$ cat config.mk
export PLATFORM = sky130hd
export DESIGN_NAME = tlk_bus_arbiter_flat
export DESIGN_NICKNAME = d
export VERILOG_FILES = /design/src/rtl/tlk_bus_arbiter_pkg.sv /design/src/rtl/tlk_bus_arbiter_if.sv /design/src/rtl/tlk_bus_arbiter_rr_pick.sv /design/src/rtl/tlk_bus_arbiter.sv /design/src/flat_wrapper.sv
export SDC_FILE = /design/constraint.sdc
export NUM_CORES = 1
export LEC_CHECK = 0
export ABC_AREA = 1
export CELL_PAD_IN_SITES_DETAIL_PLACEMENT = 0
export CELL_PAD_IN_SITES_GLOBAL_PLACEMENT = 1
export CORE_AREA = 2 2 69 71
export DETAILED_ROUTE_END_ITERATION = 10
export DIE_AREA = 0 0 71 73
export PLACE_DENSITY_LB_ADDON = 0.1
export SETUP_SLACK_MARGIN = 0.4
export SLEW_MARGIN = 20
export SYNTH_ARGS = -nofsm -noshare
export SYNTH_HDL_FRONTEND = slang
export SYNTH_SLANG_ARGS = --single-unit
$ cat constraint.sdc
create_clock -name clk -period 1.95 [get_ports clk]
set_input_delay 0.195 -clock clk [delete_from_list [all_inputs] [get_ports clk]]
set_output_delay 0.195 -clock clk [all_outputs]
set_load 0.005 [all_outputs]
$ cat src/rtl/tlk_bus_arbiter_pkg.sv
// ----------------------------------------------------------------------------
// tlk_arb_pkg
//   Shared types, default parameters and helpers for the tlk bus arbiter.
//   Contents:
//     arb_state_t    two-state arbitration FSM encoding (IDLE / BUSY)
//     ARB_N          default number of requesters
//     ARB_DW         default beat width
//     ARB_MAX_BEATS  default burst length limit (timeout build only)
//     onehot2idx     binary index of a one-hot vector of up to 16 bits
// ----------------------------------------------------------------------------
package tlk_arb_pkg;

  typedef enum logic {IDLE, BUSY} arb_state_t;

  localparam int ARB_N         = 4;
  localparam int ARB_DW        = 8;
  localparam int ARB_MAX_BEATS = 16;

  // OR-reduction of set-bit indices; exact for a one-hot input, 0 for all-zero.
  function automatic logic [3:0] onehot2idx(input logic [15:0] oh);
    logic [3:0] idx;
    idx = '0;
    for (int i = 0; i < 16; i++) begin
      if (oh[i]) idx |= 4'(i);
    end
    return idx;
  endfunction

endpackage

$ cat src/rtl/tlk_bus_arbiter_if.sv
// ----------------------------------------------------------------------------
// tlk_bus_arbiter_if
//   Bundles the requester side and the shared downstream bus of the arbiter.
//   Parameters: N requesters, DW bits per beat.
//   Signals:
//     req[N], data[N][DW], last[N]   requester beats
//     rdy[N]                          per-requester accept
//     gnt[N]                          one-hot bus owner, 0 when idle
//     bus_vld, bus_data, bus_last     shared bus beat
//     bus_rdy                         downstream accept
//     abort                           one-cycle pulse when a burst is cut
//   Modports:
//     slave   the arbiter
//     master  requesters plus downstream sink (e.g. a testbench)
// ----------------------------------------------------------------------------
interface tlk_bus_arbiter_if #(
  parameter int N  = 4,
  parameter int DW = 8
);
  logic [N-1:0]         req;
  logic [N-1:0][DW-1:0] data;
  logic [N-1:0]         last;
  logic [N-1:0]         rdy;
  logic [N-1:0]         gnt;
  logic                 bus_vld;
  logic [DW-1:0]        bus_data;
  logic                 bus_last;
  logic                 bus_rdy;
  logic                 abort;

  modport slave (
    input  req, data, last, bus_rdy,
    output rdy, gnt, bus_vld, bus_data, bus_last, abort
  );

  modport master (
    output req, data, last, bus_rdy,
    input  rdy, gnt, bus_vld, bus_data, bus_last, abort
  );
endinterface

$ cat src/rtl/tlk_bus_arbiter_rr_pick.sv
// ----------------------------------------------------------------------------
// tlk_rr_pick
//   Purely combinational round-robin selector. Returns the first set request
//   at or after index (ptr+1) mod N, wrapping around.
//   Ports:
//     req_i      N-bit request vector
//     ptr_i      index of the most recent owner
//     pick_oh_o  one-hot winner (all zero when no request)
//     any_o      at least one request is set
// ----------------------------------------------------------------------------
module tlk_rr_pick #(
  parameter int N = 4
) (
  input  logic [N-1:0]                       req_i,
  input  logic [((N > 1) ? $clog2(N) : 1)-1:0] ptr_i,
  output logic [N-1:0]                       pick_oh_o,
  output logic                               any_o
);
  localparam int PW = (N > 1) ? $clog2(N) : 1;

  logic          found;
  logic [PW-1:0] idx;

  always_comb begin
    pick_oh_o = '0;
    found     = 1'b0;
    idx       = '0;
    // Scan N positions starting just past the previous owner.
    for (int k = 1; k <= N; k++) begin
      idx = PW'((int'(ptr_i) + k) % N);
      if (!found && req_i[idx]) begin
        pick_oh_o[idx] = 1'b1;
        found          = 1'b1;
      end
    end
  end

  assign any_o = |req_i;
endmodule

$ cat src/rtl/tlk_bus_arbiter.sv
// ----------------------------------------------------------------------------
// tlk_bus_arbiter
//   Round-robin arbiter giving N burst requesters exclusive use of one shared
//   byte-wide bus. A grant lasts a whole burst (until a beat with last=1).
//   Ports:
//     clk   rising-edge clock
//     rst   synchronous active-high reset
//     bus   tlk_bus_arbiter_if.slave (req/data/last/rdy/gnt/bus_*/abort)
//   Configuration:
//     TLK_ARB_TIMEOUT_EN  when defined, bursts are cut after MAX_BEATS
//                         transfers and abort pulses; otherwise abort is 0
//                         and bursts are unbounded.
// ----------------------------------------------------------------------------
module tlk_bus_arbiter
  import tlk_arb_pkg::*;
#(
  parameter int N         = ARB_N,
  parameter int DW        = ARB_DW,
  parameter int MAX_BEATS = ARB_MAX_BEATS
) (
  input  logic              clk,
  input  logic              rst,
  tlk_bus_arbiter_if.slave  bus
);
  localparam int PW = (N > 1) ? $clog2(N) : 1;

  arb_state_t    state_q, state_d;
  logic [N-1:0]  gnt_q, gnt_d;
  logic [PW-1:0] ptr_q, ptr_d;
  logic [PW-1:0] owner;
  logic [N-1:0]  pick_oh;
  logic          pick_any;
  logic          mux_vld, mux_last;
  logic [DW-1:0] mux_data;
  logic          xfer;
  logic          at_limit;
  logic          release_burst;

  tlk_rr_pick #(.N(N)) u_pick (
    .req_i     (bus.req),
    .ptr_i     (ptr_q),
    .pick_oh_o (pick_oh),
    .any_o     (pick_any)
  );

  assign owner = PW'(onehot2idx(16'(gnt_q)));
  assign xfer  = mux_vld & bus.bus_rdy;

  // State register
  always_ff @(posedge clk) begin
    if (rst) begin
      state_q <= IDLE;
      gnt_q   <= '0;
      ptr_q   <= PW'(N - 1);
    end else begin
      state_q <= state_d;
      gnt_q   <= gnt_d;
      ptr_q   <= ptr_d;
    end
  end

  // Next-state logic
  always_comb begin
    state_d       = state_q;
    gnt_d         = gnt_q;
    ptr_d         = ptr_q;
    release_burst = 1'b0;
    case (state_q)
      IDLE: begin
        if (pick_any) begin
          state_d = BUSY;
          gnt_d   = pick_oh;
        end
      end
      BUSY: begin
        if (xfer && (mux_last || at_limit)) begin
          release_burst = 1'b1;
          state_d       = IDLE;
          gnt_d         = '0;
          ptr_d         = owner;
        end
      end
    endcase
  end

  // Output logic. The mux is an AND-OR gated by gnt so that X/Z on a
  // non-owner's inputs is masked by a 0 grant bit instead of propagating.
  always_comb begin
    mux_vld  = 1'b0;
    mux_data = '0;
    mux_last = 1'b0;
    for (int i = 0; i < N; i++) begin
      mux_vld  = mux_vld  | (gnt_q[i] & bus.req[i]);
      mux_data = mux_data | ({DW{gnt_q[i]}} & bus.data[i]);
      mux_last = mux_last | (gnt_q[i] & bus.last[i]);
    end
    bus.gnt      = gnt_q;
    bus.bus_vld  = (state_q == BUSY) && mux_vld;
    bus.bus_data = mux_data;
    bus.bus_last = mux_last;
    bus.rdy      = (state_q == BUSY) ? (gnt_q & {N{bus.bus_rdy}}) : '0;
  end

`ifdef TLK_ARB_TIMEOUT_EN
  localparam int CW = $clog2(MAX_BEATS + 1);

  logic [CW-1:0] beat_cnt_q, beat_cnt_d;
  logic          abort_q, abort_d;

  // The transfer that would bring the count to MAX_BEATS ends the burst.
  assign at_limit = xfer && (beat_cnt_q == CW'(MAX_BEATS - 1));

  always_comb begin
    beat_cnt_d = beat_cnt_q;
    if (state_q == IDLE || release_burst) begin
      beat_cnt_d = '0;
    end else if (xfer) begin
      beat_cnt_d = beat_cnt_q + 1'b1;
    end
    // A burst that ends on its own last beat at the limit is not an abort.
    abort_d = release_burst && at_limit && !mux_last;
  end

  always_ff @(posedge clk) begin
    if (rst) begin
      beat_cnt_q <= '0;
      abort_q    <= 1'b0;
    end else begin
      beat_cnt_q <= beat_cnt_d;
      abort_q    <= abort_d;
    end
  end

  assign bus.abort = abort_q;
`else
  logic unused_cfg;

  assign at_limit   = 1'b0;
  assign bus.abort  = 1'b0;
  assign unused_cfg = ^MAX_BEATS;
`endif

endmodule

$ cat src/flat_wrapper.sv
// flat-port wrapper written by rule: the top's interface ports become plain ports
module tlk_bus_arbiter_flat import tlk_arb_pkg::*;
#(
  parameter int N         = ARB_N,
  parameter int DW        = ARB_DW,
  parameter int MAX_BEATS = ARB_MAX_BEATS
)
  (clk, rst, bus_req, bus_data, bus_last, bus_bus_rdy, bus_rdy, bus_gnt, bus_bus_vld, bus_bus_data, bus_bus_last, bus_abort);
  tlk_bus_arbiter_if #(.N(N), .DW(DW)) bus_i ();
  input  logic clk;
  input  logic rst;
  input wire logic [$bits(bus_i.req)-1:0] bus_req;
  input wire logic [$bits(bus_i.data)-1:0] bus_data;
  input wire logic [$bits(bus_i.last)-1:0] bus_last;
  input wire logic [$bits(bus_i.bus_rdy)-1:0] bus_bus_rdy;
  output wire logic [$bits(bus_i.rdy)-1:0] bus_rdy;
  output wire logic [$bits(bus_i.gnt)-1:0] bus_gnt;
  output wire logic [$bits(bus_i.bus_vld)-1:0] bus_bus_vld;
  output wire logic [$bits(bus_i.bus_data)-1:0] bus_bus_data;
  output wire logic [$bits(bus_i.bus_last)-1:0] bus_bus_last;
  output wire logic [$bits(bus_i.abort)-1:0] bus_abort;
  assign bus_i.req = bus_req;
  assign bus_i.data = bus_data;
  assign bus_i.last = bus_last;
  assign bus_i.bus_rdy = bus_bus_rdy;
  assign bus_rdy = bus_i.rdy;
  assign bus_gnt = bus_i.gnt;
  assign bus_bus_vld = bus_i.bus_vld;
  assign bus_bus_data = bus_i.bus_data;
  assign bus_bus_last = bus_i.bus_last;
  assign bus_abort = bus_i.abort;
  tlk_bus_arbiter #(.N(N), .DW(DW), .MAX_BEATS(MAX_BEATS)) u_core (.clk(clk), .rst(rst), .bus(bus_i));
endmodule
==> results.md <==
* FMAX at 0.6474 GHz
* Core ar. at 4536 sq um
* Worst-path fanout max at 6
* Setup Skew at approximately 1.4 ps
* CP max stage delay at roughly 500 ps
* Critical path arrival at 1350 ps
* Vias in the first global route at approximately 1400
* Req. time, crit path at 1750 ps
* Crit start category: flip-flop
* Ranking of synthesized cells by area: nand2_1 25%, nand3_1 15%, dfxtp_1 14%
* Most common cell after layout, fill and taps aside: nand2_1
* Initial core utilization at 21.96%
* Slowest CP cell: clkdlybuf4s50_1
* CTS Buf Count at 3
* Initial DRC Count at 58
* Mean Syn Cell Area at a little under 6 sq um
* RSZ-0062 raised after global routing: true
* Row count at 25
* Detailed Route WL at roughly 4000 um
* Seq/Total Area, Yosys at approximately 14%
* Worst Setup Slack, final at 405.4 ps
* Placer congestion estimate at 0.7844
* CTS root buffer: clkbuf_8
* Die width at 71 um
* Slew Viols, Final at 0
* Met1 usage at 19.55%
* Via-per-instance ratio at approximately 4.6
* Most used DFF post-synth: dfxtp_1
* Post-synth ARST share at 0%
* Top-area cell type share of the netlist area at about a quarter
* Ports at just over 60
* Hold_ws at 600.8 ps
* Static leakage power at between 0.8 and 0.9 nW
* Post-Syn Area at ~1000 sq um
* Status: complete, no violations
* Pre-CTS WS at ~83 ps
* M2 GR Usage at roughly a quarter
* Placed Cells at around 290
* Seq cells post-synth at 7
* Non-filler instance count after layout at a little over 300
* CTS tree: built
* Placed cell areas at ~1700 sq um
* Initial antenna violation count at 0
* Die area at slightly above 5000 sq um
* Finished Cell Area at roughly 1900 sq um
* Number of port buffers at 60
* Remaining DRCs at 0
* Final period utilization at between 70 and 80%
* Util after Layout at between 40% and 50%
* Post-synthesis cell type count at 26
* Hold buffers post-CTS at 0
* Global-route usage over all layers at 15.13%
* Clock buffer depth at 2
* Largest net degree at the start of global routing at 12
* Top Usage Layer GRT: met2
* Max-Cap Viols at 0
* Final Hold Fails at 0
* GR Overflow Total at 0
* Worst skew pair latency at between 200 and 250 ps
* Area leader, netlist: nand2_1
* Hold crit path type: reg -> reg
* Worst-path clk slew at 40 ps
* Synth warn at 0
* Tot Pwr at slightly above 600 uW
* TNS Setup at 0 ps
* Share of layout cells above drive strength 1 at roughly a fifth
* Dpl hpwl at about 2900 um
* Antenna-violating nets left at 0
* Count of final setup violators at 0
* Path type of the worst setup path: reg -> out
* Fillcell total at between 400 and 500
* Post-synth EDFFs at 0
* Nets at ~300
* First-pass GRT wire length at between 6000 and 7000 um
* Pwr dens at 325.4 nW/um^2
* Syn_nets at approximately 220
* Vias at 1405
* Post-DR wirelength/cell at roughly 13 um
* Most frequent cells in the layout: 64 x nand2_1, 48 x clkdlybuf4s50_1, 28 x nand3_1, 13 x buf_4, 11 x dlygate4sd2_1
* Fin crit period at around 1500 ps
* N_diodes at 0
* Setup crit end kind: output port
* Gate Count Post-Synth at between 150 and 200
* GR Util met3 at under 10%
* Die Y-Extent at about 73 um
* # clock sinks at 7
* Htree depth at 1
* Area Overhead vs Synth at 87.94%
* VDD IR-drop max at between 0.0002 and 0.00025 V
* TritonRoute pass-1 iters at 4
* Critical path cell sequence: buf_6 -> nand2_1 -> nand4_1 -> clkdlybuf4s50_1
-- timing repair --
item	CTS	global route
setup endpoints to repair	18	7
buffers inserted	9	0
gates resized for setup	29	6
cloned	2	0
pin swaps	5	3
-- final cells by class --
type	instances	area, sq um	area share [%]
multi-input cells	141	783.3	41.84
clock buffers	4	45.04	2.406
repair buffers	78	735.7	39.30
flip-flops and latches	7	151.4	8.088
inverters	19	88.84	4.746
well taps	54	67.56	3.610
-- cell usage after synthesis (2+ instances only) --
| cell | number |
|---|---|
| nand2_1 | 66 |
| nand3_1 | 29 |
| inv_1 | 11 |
| nand4_1 | 10 |
| ha_1 | 8 |
| dfxtp_1 | 7 |
| a21oi_1 | 4 |
| clkinv_1 | 4 |
| nor2_1 | 4 |
| clkbuf_1 | 3 |
| nand2_4 | 3 |
| nor3_1 | 3 |
| o21ai_1 | 3 |
| inv_2 | 2 |
| nand2_2 | 2 |
| nand3_4 | 2 |
| o211ai_1 | 2 |
-- logic make-up (layout without fill, tap and decap cells) --
logic type,count (synthesis),count (layout),synth area share [%]
other,1,1,0.3765
and+or+nand+nor,121,121,59.04
adders and majority gates,8,8,10.05
buffers and inverters,24,101,10.30
DFF,7,7,14.07
AOI/OAI and AO/OA,11,11,6.155
-- worst paths after layout --
kind                     startpoint           endpoint  slack (ps)  cells past startpoint
setup reg to reg    u_core.ptr_q[0]  u_core.bus.gnt[2]         430                     10
hold / removal      u_core.ptr_q[1]    u_core.ptr_q[1]         600                      2
setup / recovery  u_core.bus.gnt[1]    bus_bus_data[5]         410                      4
hold reg to reg     u_core.ptr_q[1]    u_core.ptr_q[1]         600                      2
-- state kept, by name (all words and copies together) (netlist names) --
register,count
u_core.bus.gnt,4
u_core.state_q,1
u_core.ptr_q,2
-- where the power goes --
part	internal, mW	switching [mW]	total, mW	leakage, nW
Clock	0.141	0.0601	0.201	0.0228
Combinational	0.150	0.105	0.255	0.762
Sequential	0.147	0.00608	0.153	0.0583
Total	0.438	0.171	0.609	0.843
-- worst max-delay path, delay by kind of cell (launching register included) --
family	cells	cell delay, ps
AND/OR/NAND/NOR	2	130
flip-flops	1	360
buffers and inverters	2	640
-- per-layer routing --
metal,share of wire (%),vias to the layer above
met4,0.98,0
li1,-,720
met3,5.2,4
met1,44,637
met2,50,44
met5,0,-
(Power assumes the default switching activity.)
